File: src/rtl/lift_request_ctrl.sv
// Lift request controller: latches floor-button presses, reports the travel
// bounds (highest/lowest pending floor) to the lift state block, and holds the
// lift at a requested floor for a fixed door dwell before clearing that request.
module lift_request_ctrl #(
    parameter int NUM_FLOORS  = 8,
    parameter int FLOOR_W     = 3,
    parameter int DOOR_CYCLES = 4
) (
    input  logic                  clk,
    input  logic                  reset,
    input  logic [NUM_FLOORS-1:0] btn_req,
    input  logic [FLOOR_W-1:0]    current_floor,
    output logic [NUM_FLOORS-1:0] requests,
    output logic [FLOOR_W-1:0]    max_request,
    output logic [FLOOR_W-1:0]    min_request,
    output logic                  door_open,
    output logic                  served_valid,
    output logic [FLOOR_W-1:0]    served_floor
);

    localparam logic [0:0] RUN  = 1'b0;
    localparam logic [0:0] DOOR = 1'b1;

    logic [0:0]            state;
    logic [7:0]            dwell_cnt;
    logic                  here_req;
    logic                  last_door;
    logic                  hold;
    logic [NUM_FLOORS-1:0] clear_mask;
    logic [FLOOR_W-1:0]    hi_idx;
    logic [FLOOR_W-1:0]    lo_idx;

    assign here_req   = requests[current_floor];
    assign last_door  = (state == DOOR) && (dwell_cnt == 8'd0);
    assign hold       = (state == DOOR) || ((state == RUN) && here_req);
    // Only the floor being served is cleared, and only as the door closes.
    assign clear_mask = last_door ? (NUM_FLOORS'(1) << current_floor) : '0;

    // Highest and lowest set bit of the pending-request vector.
    always_comb begin
        hi_idx = '0;
        lo_idx = '0;
        for (int i = 0; i < NUM_FLOORS; i++)
            if (requests[i]) hi_idx = FLOOR_W'(i);
        for (int i = NUM_FLOORS - 1; i >= 0; i--)
            if (requests[i]) lo_idx = FLOOR_W'(i);
    end

    // Pin both bounds to the current floor while stopped or idle so the lift
    // does not move away on the same edge it arrives at a requested floor.
    always_comb begin
        if (hold || (requests == '0)) begin
            max_request = current_floor;
            min_request = current_floor;
        end else begin
            max_request = hi_idx;
            min_request = lo_idx;
        end
    end

    // Pending requests: new presses OR in, the served floor drops out (clear wins).
    always_ff @(posedge clk or posedge reset) begin
        if (reset) requests <= '0;
        else       requests <= (requests | btn_req) & ~clear_mask;
    end

    // RUN/DOOR dwell machine with one-cycle served pulse on door close.
    always_ff @(posedge clk or posedge reset) begin
        if (reset) begin
            state        <= RUN;
            dwell_cnt    <= 8'd0;
            door_open    <= 1'b0;
            served_valid <= 1'b0;
            served_floor <= '0;
        end else begin
            served_valid <= 1'b0;
            case (state)
                RUN: begin
                    if (here_req) begin
                        state     <= DOOR;
                        dwell_cnt <= 8'(DOOR_CYCLES - 1);
                        door_open <= 1'b1;
                    end else begin
                        door_open <= 1'b0;
                    end
                end
                default: begin
                    if (dwell_cnt != 8'd0) begin
                        dwell_cnt <= dwell_cnt - 8'd1;
                        door_open <= 1'b1;
                    end else begin
                        state        <= RUN;
                        door_open    <= 1'b0;
                        served_valid <= 1'b1;
                        served_floor <= current_floor;
                    end
                end
            endcase
        end
    end

endmodule

File: config.mk
export PLATFORM = sky130hd
export DESIGN_NAME = lift_request_ctrl
export DESIGN_NICKNAME = d
export VERILOG_FILES = /design/src/rtl/lift_request_ctrl.sv
export SDC_FILE = /design/constraint.sdc
export NUM_CORES = 1
export LEC_CHECK = 0
export CAP_MARGIN = 20
export CORE_MARGIN = 3
export CORE_UTILIZATION = 50
export DETAILED_ROUTE_END_ITERATION = 10
export PLACE_DENSITY = 0.94
export RECOVER_POWER = 50
export SLEW_MARGIN = 20
export SYNTH_ARGS = -nofsm -noshare
export SYNTH_HDL_FRONTEND = slang
export SYNTH_SLANG_ARGS = --single-unit
export TNS_END_PERCENT = 50
File: constraint.sdc
create_clock -name clk -period 5.6 [get_ports clk]
set_input_delay 0.56 -clock clk [delete_from_list [all_inputs] [get_ports clk]]
set_output_delay 0.56 -clock clk [all_outputs]
set_load 0.005 [all_outputs]
* Word level (Yosys, flattened, before mapping) *
Index checks and enable logic that the tools add are counted.

word-level totals
  register bits = 21
  input port bits = 13
  output and inout bits = 19

cells by class
  $add $sub $neg = 1
  magnitude comparators = 1
  equal/unequal tests = 1
  shift-type cells = 1
  multiplexer cells = 28
  bitwise logic cells = 5
  reduce and logical (&&, ||, !) cells = 10

operators with widths
  operator               number
  $mux W3                14
  $mux W8                4
  $logic_not A8 Y1       2
  $and A8 B8 Y8          1
  $not A8 Y8             1
  $or A8 B8 Y8           1
  $reduce_bool A8 Y1     1
  $shl A1 B3 Y8 const A  1
  $sub A8 B1 Y8 const B  1
  $mux W1                7
  $lt A3 B4 Y1 const B   1
  $mux W2                2
  $reduce_and A2 Y1      2
  $bmux W1 S3            1
  $logic_and A1 B1 Y1    2
  $logic_or A1 B1 Y1     2
  $ne A2 B1 Y1 const B   1
  $not A1 Y1             2
  $reduce_bool A2 Y1     1

* Logic depth before layout (Yosys ltp) *
Gate-level depths: netlist of the first run.

  depth in word-level cells = 9
  mapped depth = 8
  mapped depth without buffers = 7

* Least setup slack after synthesis of the first run *
OpenSTA, ideal clock, no wires.

  path type = input to output
  start point = in current_floor[1]
  end point = out max_request[1]
  arrival = 2,118 ps
  path slack = 2,922 ps
  stages = 6
  buffers on the path = 1
  path through = clkbuf_1 -> mux2i_1 -> nand3_1 -> a31o_2 -> a21oi_1 -> mux2_2

between the ends
  word-level cells in the longest chain between the ends = 6

ends and longest elaborated chain
  element                        RTL line  text
  from (decl)                    12        input logic [FLOOR_W-1:0] current_floor,
  $bmux W1 S3                    33        assign here_req = requests[current_floor];
  $mux W1 (not written as such)  33
  $logic_and A1 B1 Y1            35        assign hold = (state == DOOR) || ((state == RUN) && here_req);
  $logic_or A1 B1 Y1             35
  $logic_or A1 B1 Y1             52        if (hold || (requests == '0)) begin
  $mux W3 *                      52
  to (decl)                      14        output logic [FLOOR_W-1:0] max_request,

Mark *: on every way between the ends. The rest lies on a longest branch, timed or not. The select of a mux whose other input is x is not followed.

* Worst setup path after layout of the first run *
  start point = in current_floor[0]
  end point = out min_request[0]

between the ends
  word-level cells in the longest chain between the ends = 6

ends and longest elaborated chain
  element                        RTL line  text
  $bmux W1 S3                    33
  $mux W1 (not written as such)  33
  $logic_and A1 B1 Y1            35
  $logic_or A1 B1 Y1             35
  $logic_or A1 B1 Y1             52
  $mux W3 *                      52
  to (decl)                      15        output logic [FLOOR_W-1:0] min_request,

Marks and branches as above.

==> run_results.csv, run 1 <==
group,metric,value,unit
status,status,"finished, final reports clean",
routing,dr_total_vias,1122,
sta,setup_ws,1.92,ns
floorplanning,num_rows,17,
layout,multi_input_area,602,um^2
yosys,ys_seq_elements,21,
clock_tree,cts_buffers,3,
floorplanning,initial_core_util,53.1,%
sta,skew,0.00951,ns
layout,n_antenna_cell,0,
routing,wirelength_met1,1220,um
setup_path,worst_ep_arrival_time,3.12,ns
clock_tree,worst_skew_pair.late_latency,0.30,ns
yosys,syn-num-nets,146,
setup_path,worstSetupEndpointType,"output pin",
sta,setup_viol,0,
yosys,yosys_warnings,0,
routing,dr.first_iter.drc_count,36,
routing,highest_layer,"met4",
sta,max_freq,271,MHz
clock_tree,postCtsSetupRepairBufs,0,
floorplanning,die_w,54.7,um
routing,route.met3.wl,181,um
sta,setup-tns-final,0,ns
placement,placed_cell_area,1500,um^2
placement,place.port_buffers,31,
yosys,syn_avg_cell_area,9.05,um^2
setup_path,path_cells,"clkdlybuf4s50_1 > nor2b_1 > a22oi_1 > a31o_2 > a21oi_1 > mux2_2 > clkdlybuf4s50_1",
layout,final_cell_mix,"clkdlybuf4s50_1 (24), dfrtp_1 (21), a21oi_1 (15), nor2_1 (13), nand2_1 (11)",
global_route,grt_max_degree,22,
routing,dr_wl_met2,1420,um
setup_path,ff2ff_setup_slack,3.41,ns
sta,final_hold_viol_count,0,
setup_path,required,5.04,ns
routing,dr.pass1.iters,4,
routing,drc,0,
setup_path,critical_path_buf_inv_count,2,
clock_tree,hold_buffers,0,
clock_tree,cts_resized,0,
global_route,antenna_found_initial,0,
sta,final.period_utilization,65.8,%
placement,dp_hpwl,2150,um
clock_tree,clk_pin_slew,0.12,ns
yosys,yosysTopAreaCell,"dfrtp_1",
floorplanning,die_y,54.7,um
clock_tree,htreeDepth,1,
clock_tree,cts_sinks,21,
yosys,synthCells,131,
floorplanning,die-area,2990,um^2
clock_tree,cts_tree,"done",
power_and_ir_drop,power_density,313,nW/um^2
setup_path,slowest_delay,0.65,ns
setup_path,worst-path-max-fanout,9,
clock_tree,cts-root-buf,"clkbuf_4",
routing,final_antenna_net_count,0,
layout,fill_cells,181,
global_route,first_global_vias,1070,
routing,finalWirelength,2840,um
yosys,synth_top_area_share,44.3,%
min_path,holdCritPathClass,"reg -> reg",
setup_path,crit_type,"in -> out",
routing,via_per_inst,5.94,
flow_run,maxCapViolCount,0,
global_route,grt-ovfl-total,0,
yosys,synth.distinct_cells,35,
global_route,grt_usage,20.9,%
layout,ff_latch_area,526,um^2
layout,layout_commonest_cell,"clkdlybuf4s50_1",
placement,pre_cts_slack,1.93,ns
global_route,grt_pass1_wl,4600,um
layout,areaGrowthSynthToFinish,28.6,%
power_and_ir_drop,power.leakage,0.632,nW
yosys,syn_area,1190,um^2
floorplanning,ios,32,
power_and_ir_drop,total_power,0.478,mW
sta,post-route-min-period,3.68,ns
setup_path,startpoint_type,"input pin",
sta,worst_slew_pin_slew,0.805,ns
floorplanning,core-area,2230,um^2
yosys,seq_area_frac_synth,44.3,%
layout,final_area,1530,um^2
setup_path,cp_slowest_cell,"clkdlybuf4s50_1",
yosys,synth.area.top_cells,"dfrtp_1 (44%), a21oi_1 (6.3%), mux2i_1 (4.2%)",
setup_path,crit_top_cell,"clkdlybuf4s50_1",
clock_tree,clk_path_buf_depth,2,
routing,routedWlPerCell,15.0,um
sta,relSlewSlack,46.3,%
power_and_ir_drop,peakVddDrop,0.180,mV
sta,finalMaxSlewViolations,0,
sta,rsz0062_at_grt,"false",
sta,whs,0.473,ns
placement,gp_congestion,0.825,
setup_path,cpLargestDelayFamily,"buffers and inverters",
layout,nets,177,
layout,drive_gt1_share,5.59,%
==> cell families after synthesis <==
group | share of synthesized area, %
flip-flops | 44.3
AO/OA/AOI/OAI | 21.6
buffers and inverters | 4.64
adder cells (fa/ha/maj) | 2.11
AND/OR/NAND/NOR | 20.3
multiplexers | 7.07
==> cell usage after synthesis <==
cell type  instances
a21o_1             2
dfrtp_1           21
a211oi_1           1
nand3_1            1
nor2_1            13
o22ai_1            1
or3_1              4
mux2_2             3
nor2b_1            4
o31ai_1            2
or4_1              2
ha_1               2
o21ai_0            8
buf_2              2
a22o_1             1
and2_4             1
a31o_2             1
nand3b_1           1
nor4_1             4
a31oi_1            5
or4_4              1
and2_1             2
nor4b_1            1
o21bai_1           1
inv_1              7
a21oi_1           15
o31a_1             2
a2bb2oi_1          1
nand2_1           11
o21a_1             1
clkbuf_1           2
a22oi_1            1
mux2i_1            5
or2_2              1
buf_6              1
==> final timing paths <==
| check | start | end | cells after the start |
|---|---|---|---|
| worst max-delay path | current_floor[0] | min_request[0] | 7 |
| worst min-delay path | served_floor[0]$_DFFE_PP0P_ | served_floor[0]$_DFFE_PP0P_ | 2 |
| worst max register to register | dwell_cnt[4]$_DFFE_PP0P_ | dwell_cnt[4]$_DFFE_PP0P_ | 5 |
| worst min register to register | served_floor[0]$_DFFE_PP0P_ | served_floor[0]$_DFFE_PP0P_ | 2 |
| max in group asynchronous | reset | dwell_cnt[4]$_DFFE_PP0P_ | 2 |
| min in group asynchronous | reset | dwell_cnt[7]$_DFFE_PP0P_ | 2 |
==> flip-flops by register name (all words and copies together), names as in the netlist <==
register	cells
dwell_cnt	8
requests	8
served_floor	3
served_valid	1
state	1
==> worst reg2reg max path, delay by kind of cell (launching register included) <==
kind	cells	cell delay, ns
and+or+nand+nor	3	1.42
DFF	1	0.44
AOI/OAI and AO/OA	2	0.22
==> stage by stage <==
| step | instances | utilization [%] |
|---|---|---|
| floorplan | 131 | - |
| global placement | 185 | 67.3 |
| detailed placement | 185 | 67.3 |
| CTS | 189 | 68.5 |
| global route | 189 | 68.3 |
| finish | 189 | 68.3 |
==> per-layer routing <==
metal / vias up / GRT usage [%]
li1: 534 / -
met1: 530 / 26.6
met2: 54 / 35.2
met3: 4 / 3.54
met4: 0 / 7.05
met5: - / 0
==> area by class of cell <==
| type | count | area share (%) |
|---|---|---|
| Sequential cell | 21 | 34.5 |
| Clock buffer | 4 | 1.72 |
| Timing Repair Buffer | 31 | 20.3 |
| Tap cell | 28 | 2.30 |
| Inverter | 7 | 1.72 |
| Multi-Input combinational cell | 98 | 39.5 |
==> report_power, final <==
group          switching (mW)  internal, mW
combinational          0.0829        0.0877
sequential             0.0416         0.193
clock                  0.0446        0.0277
(Power assumes the default switching activity.)
==> run 2, diff against run 1 <==
CORE_UTILIZATION = 47   (was 50)
PLACE_DENSITY = 0.9   (was 0.94)
clock period = 3.4 ns   (was 5.6 ns; I/O delays follow)
==> run 2 against run 1 <==
Effect of this change: combinational power rose by 71%; critical endpoint unchanged; power rose by 68%; register-to-register slack got worse by 2.1 ns; global-route usage rose by 0.35 points; worst hold slack improved by 0.011 ns.
==> run_results.csv, run 2 (same netlist as run 1, synthesis figures left out) <==
group,metric,value,unit
sta,setup_viol,0,
global_route,first_global_vias,1120,
setup_path,worst_ep_arrival_time,2.93,ns
setup_path,startpoint_type,"input pin",
setup_path,slowest_delay,0.66,ns
clock_tree,clk_path_buf_depth,2,
floorplanning,die_w,56.2,um
routing,dr_total_vias,1135,
power_and_ir_drop,peakVddDrop,0.307,mV
min_path,holdCritPathClass,"reg -> reg",
clock_tree,clk_pin_slew,0.11,ns
layout,final_cell_mix,"clkdlybuf4s50_1 (22), dfrtp_1 (21), a21oi_1 (15), nor2_1 (13), nand2_1 (11)",
setup_path,startpoint,"current_floor[0]",
global_route,grt-ovfl-total,0,
sta,final_hold_viol_count,0,
clock_tree,worst_skew_pair.late_latency,0.31,ns
sta,relSlewSlack,47.1,%
setup_path,crit_type,"in -> out",
layout,areaGrowthSynthToFinish,28.9,%
setup_path,path_cells,"clkdlybuf4s50_1 > nor2b_1 > a22oi_1 > a31o_2 > a21oi_1 > mux2_2 > clkdlybuf4s50_1",
routing,routedWlPerCell,16.6,um
placement,place.port_buffers,31,
clock_tree,hold_buffers,0,
power_and_ir_drop,power_density,526,nW/um^2
min_path,hp-start,"served_floor[0]$_DFFE_PP0P_",
routing,drc,0,
routing,dr.pass1.iters,4,
placement,dp_hpwl,2390,um
layout,multi_input_area,606,um^2
clock_tree,cts-root-buf,"clkbuf_4",
global_route,antenna_found_initial,0,
layout,ff_latch_area,526,um^2
global_route,grt_pass1_wl,5330,um
floorplanning,core-area,2300,um^2
layout,layout_commonest_cell,"clkdlybuf4s50_1",
routing,dr.first_iter.drc_count,74,
sta,worst_slew_pin_slew,0.792,ns
setup_path,r2r_start,"dwell_cnt[4]$_DFFE_PP0P_",
setup_path,crit_top_cell,"clkdlybuf4s50_1",
global_route,grt_busiest_layer,"met2",
clock_tree,cts_tree,"done",
setup_path,worst-path-max-fanout,9,
power_and_ir_drop,power.leakage,0.628,nW
sta,max_freq,306,MHz
global_route,met3_usage,3.71,%
flow_run,maxCapViolCount,0,
sta,setup-tns-final,0,ns
clock_tree,postCtsSetupRepairBufs,0,
global_route,grt_usage,21.2,%
floorplanning,die_y,56.2,um
layout,fill_cells,190,
sta,rsz0062_at_grt,"false",
sta,final.period_utilization,96.1,%
setup_path,required,3.06,ns
sta,whs,0.483,ns
clock_tree,cts_resized,0,
routing,finalWirelength,3140,um
global_route,grtUsageMet1,27.3,%
sta,skew,0.00507,ns
global_route,grt_max_degree,22,
clock_tree,cts_sinks,21,
layout,drive_gt1_share,6.21,%
sta,setup_ws,0.133,ns
layout,n_antenna_cell,0,
layout,top_regs,"dwell_cnt: 8 flops, requests: 8 flops, served_floor: 3 flops",
floorplanning,num_rows,17,
floorplanning,initial_core_util,51.6,%
setup_path,cp_slowest_cell,"clkdlybuf4s50_1",
floorplanning,ios,32,
global_route,grt_use_met2,36.7,%
routing,via_per_inst,6.01,
setup_path,worstSetupEndpointType,"output pin",
clock_tree,htreeDepth,1,
routing,final_antenna_net_count,0,
placement,gp_congestion,0.875,
floorplanning,die-area,3160,um^2
power_and_ir_drop,total_power,0.804,mW
clock_tree,cts_buffers,3,
sta,post-route-min-period,3.27,ns
layout,nets,177,
sta,finalMaxSlewViolations,0,
placement,pre_cts_slack,0.129,ns
status,status,"finished, final reports clean",
-- run 2: cell types whose count changed in the layout (fill, tap and decap cells not counted), sizes merged --
cell and change:
dlygate4sd3 +2, clkdlybuf4s50 -2
-- run 2: layer usage --
layer	part of all wire [%]	wire, um	vias up
met5	0	0	-
met4	0.99	31	0
met3	6.6	208	5
met2	51	1610	53
met1	41	1300	535
li1	-	-	542
-- run 2: critical path, delay by kind of cell --
family | cells | cell delay, ns
buffers and inverters | 2 | 1.11
AO/OA/AOI/OAI | 3 | 0.80
multiplexers | 1 | 0.39
AND/OR/NAND/NOR | 1 | 0.27
-- run 2: where the power goes --
part,leakage [nW],switching [mW],total (mW),internal (mW)
logic,0.388,0.144,0.292,0.147
registers,0.225,0.0723,0.390,0.318
clock network,0.0150,0.0761,0.122,0.0458
-- run 2: layout make-up --
type / count / area share [%]
tap: 28 / 2.29
clock buffer: 4 / 1.72
inverter: 7 / 1.72
sequential: 21 / 34.4
multi-input combinational: 98 / 39.6
timing repair buffer: 31 / 20.3
-- run 2: path summary, 6_finish.rpt --
check | slack (ns) | end | cells past startpoint
worst max-delay path | 0.13 | min_request[0] | 7
worst min-delay path | 0.48 | served_floor[0]$_DFFE_PP0P_ | 2
worst max register to register | 1.30 | dwell_cnt[4]$_DFFE_PP0P_ | 5
worst min register to register | 0.48 | served_floor[0]$_DFFE_PP0P_ | 2
max in group asynchronous | 2.31 | dwell_cnt[1]$_DFFE_PP0P_ | 2
min in group asynchronous | 0.60 | requests[7]$_DFF_PP0_ | 2
-- run 2: metrics by stage --
stage | utilization (%) | instance area, um^2 | cells
floorplan | - | 1190 | 131
global placement | 65.4 | 1500 | 185
detailed placement | 65.4 | 1500 | 185
CTS | 66.6 | 1530 | 189
global route | 66.6 | 1530 | 189
finish | 66.6 | 1530 | 189
==> run 3, diff against run 2 <==
CTS_CLUSTER_DIAMETER = 80   (was not set)
SKIP_LAST_GASP = 1   (was not set)
==> results of run 3 <==
Same layout as run 2: the final DEF is identical, and so are final timing and power.
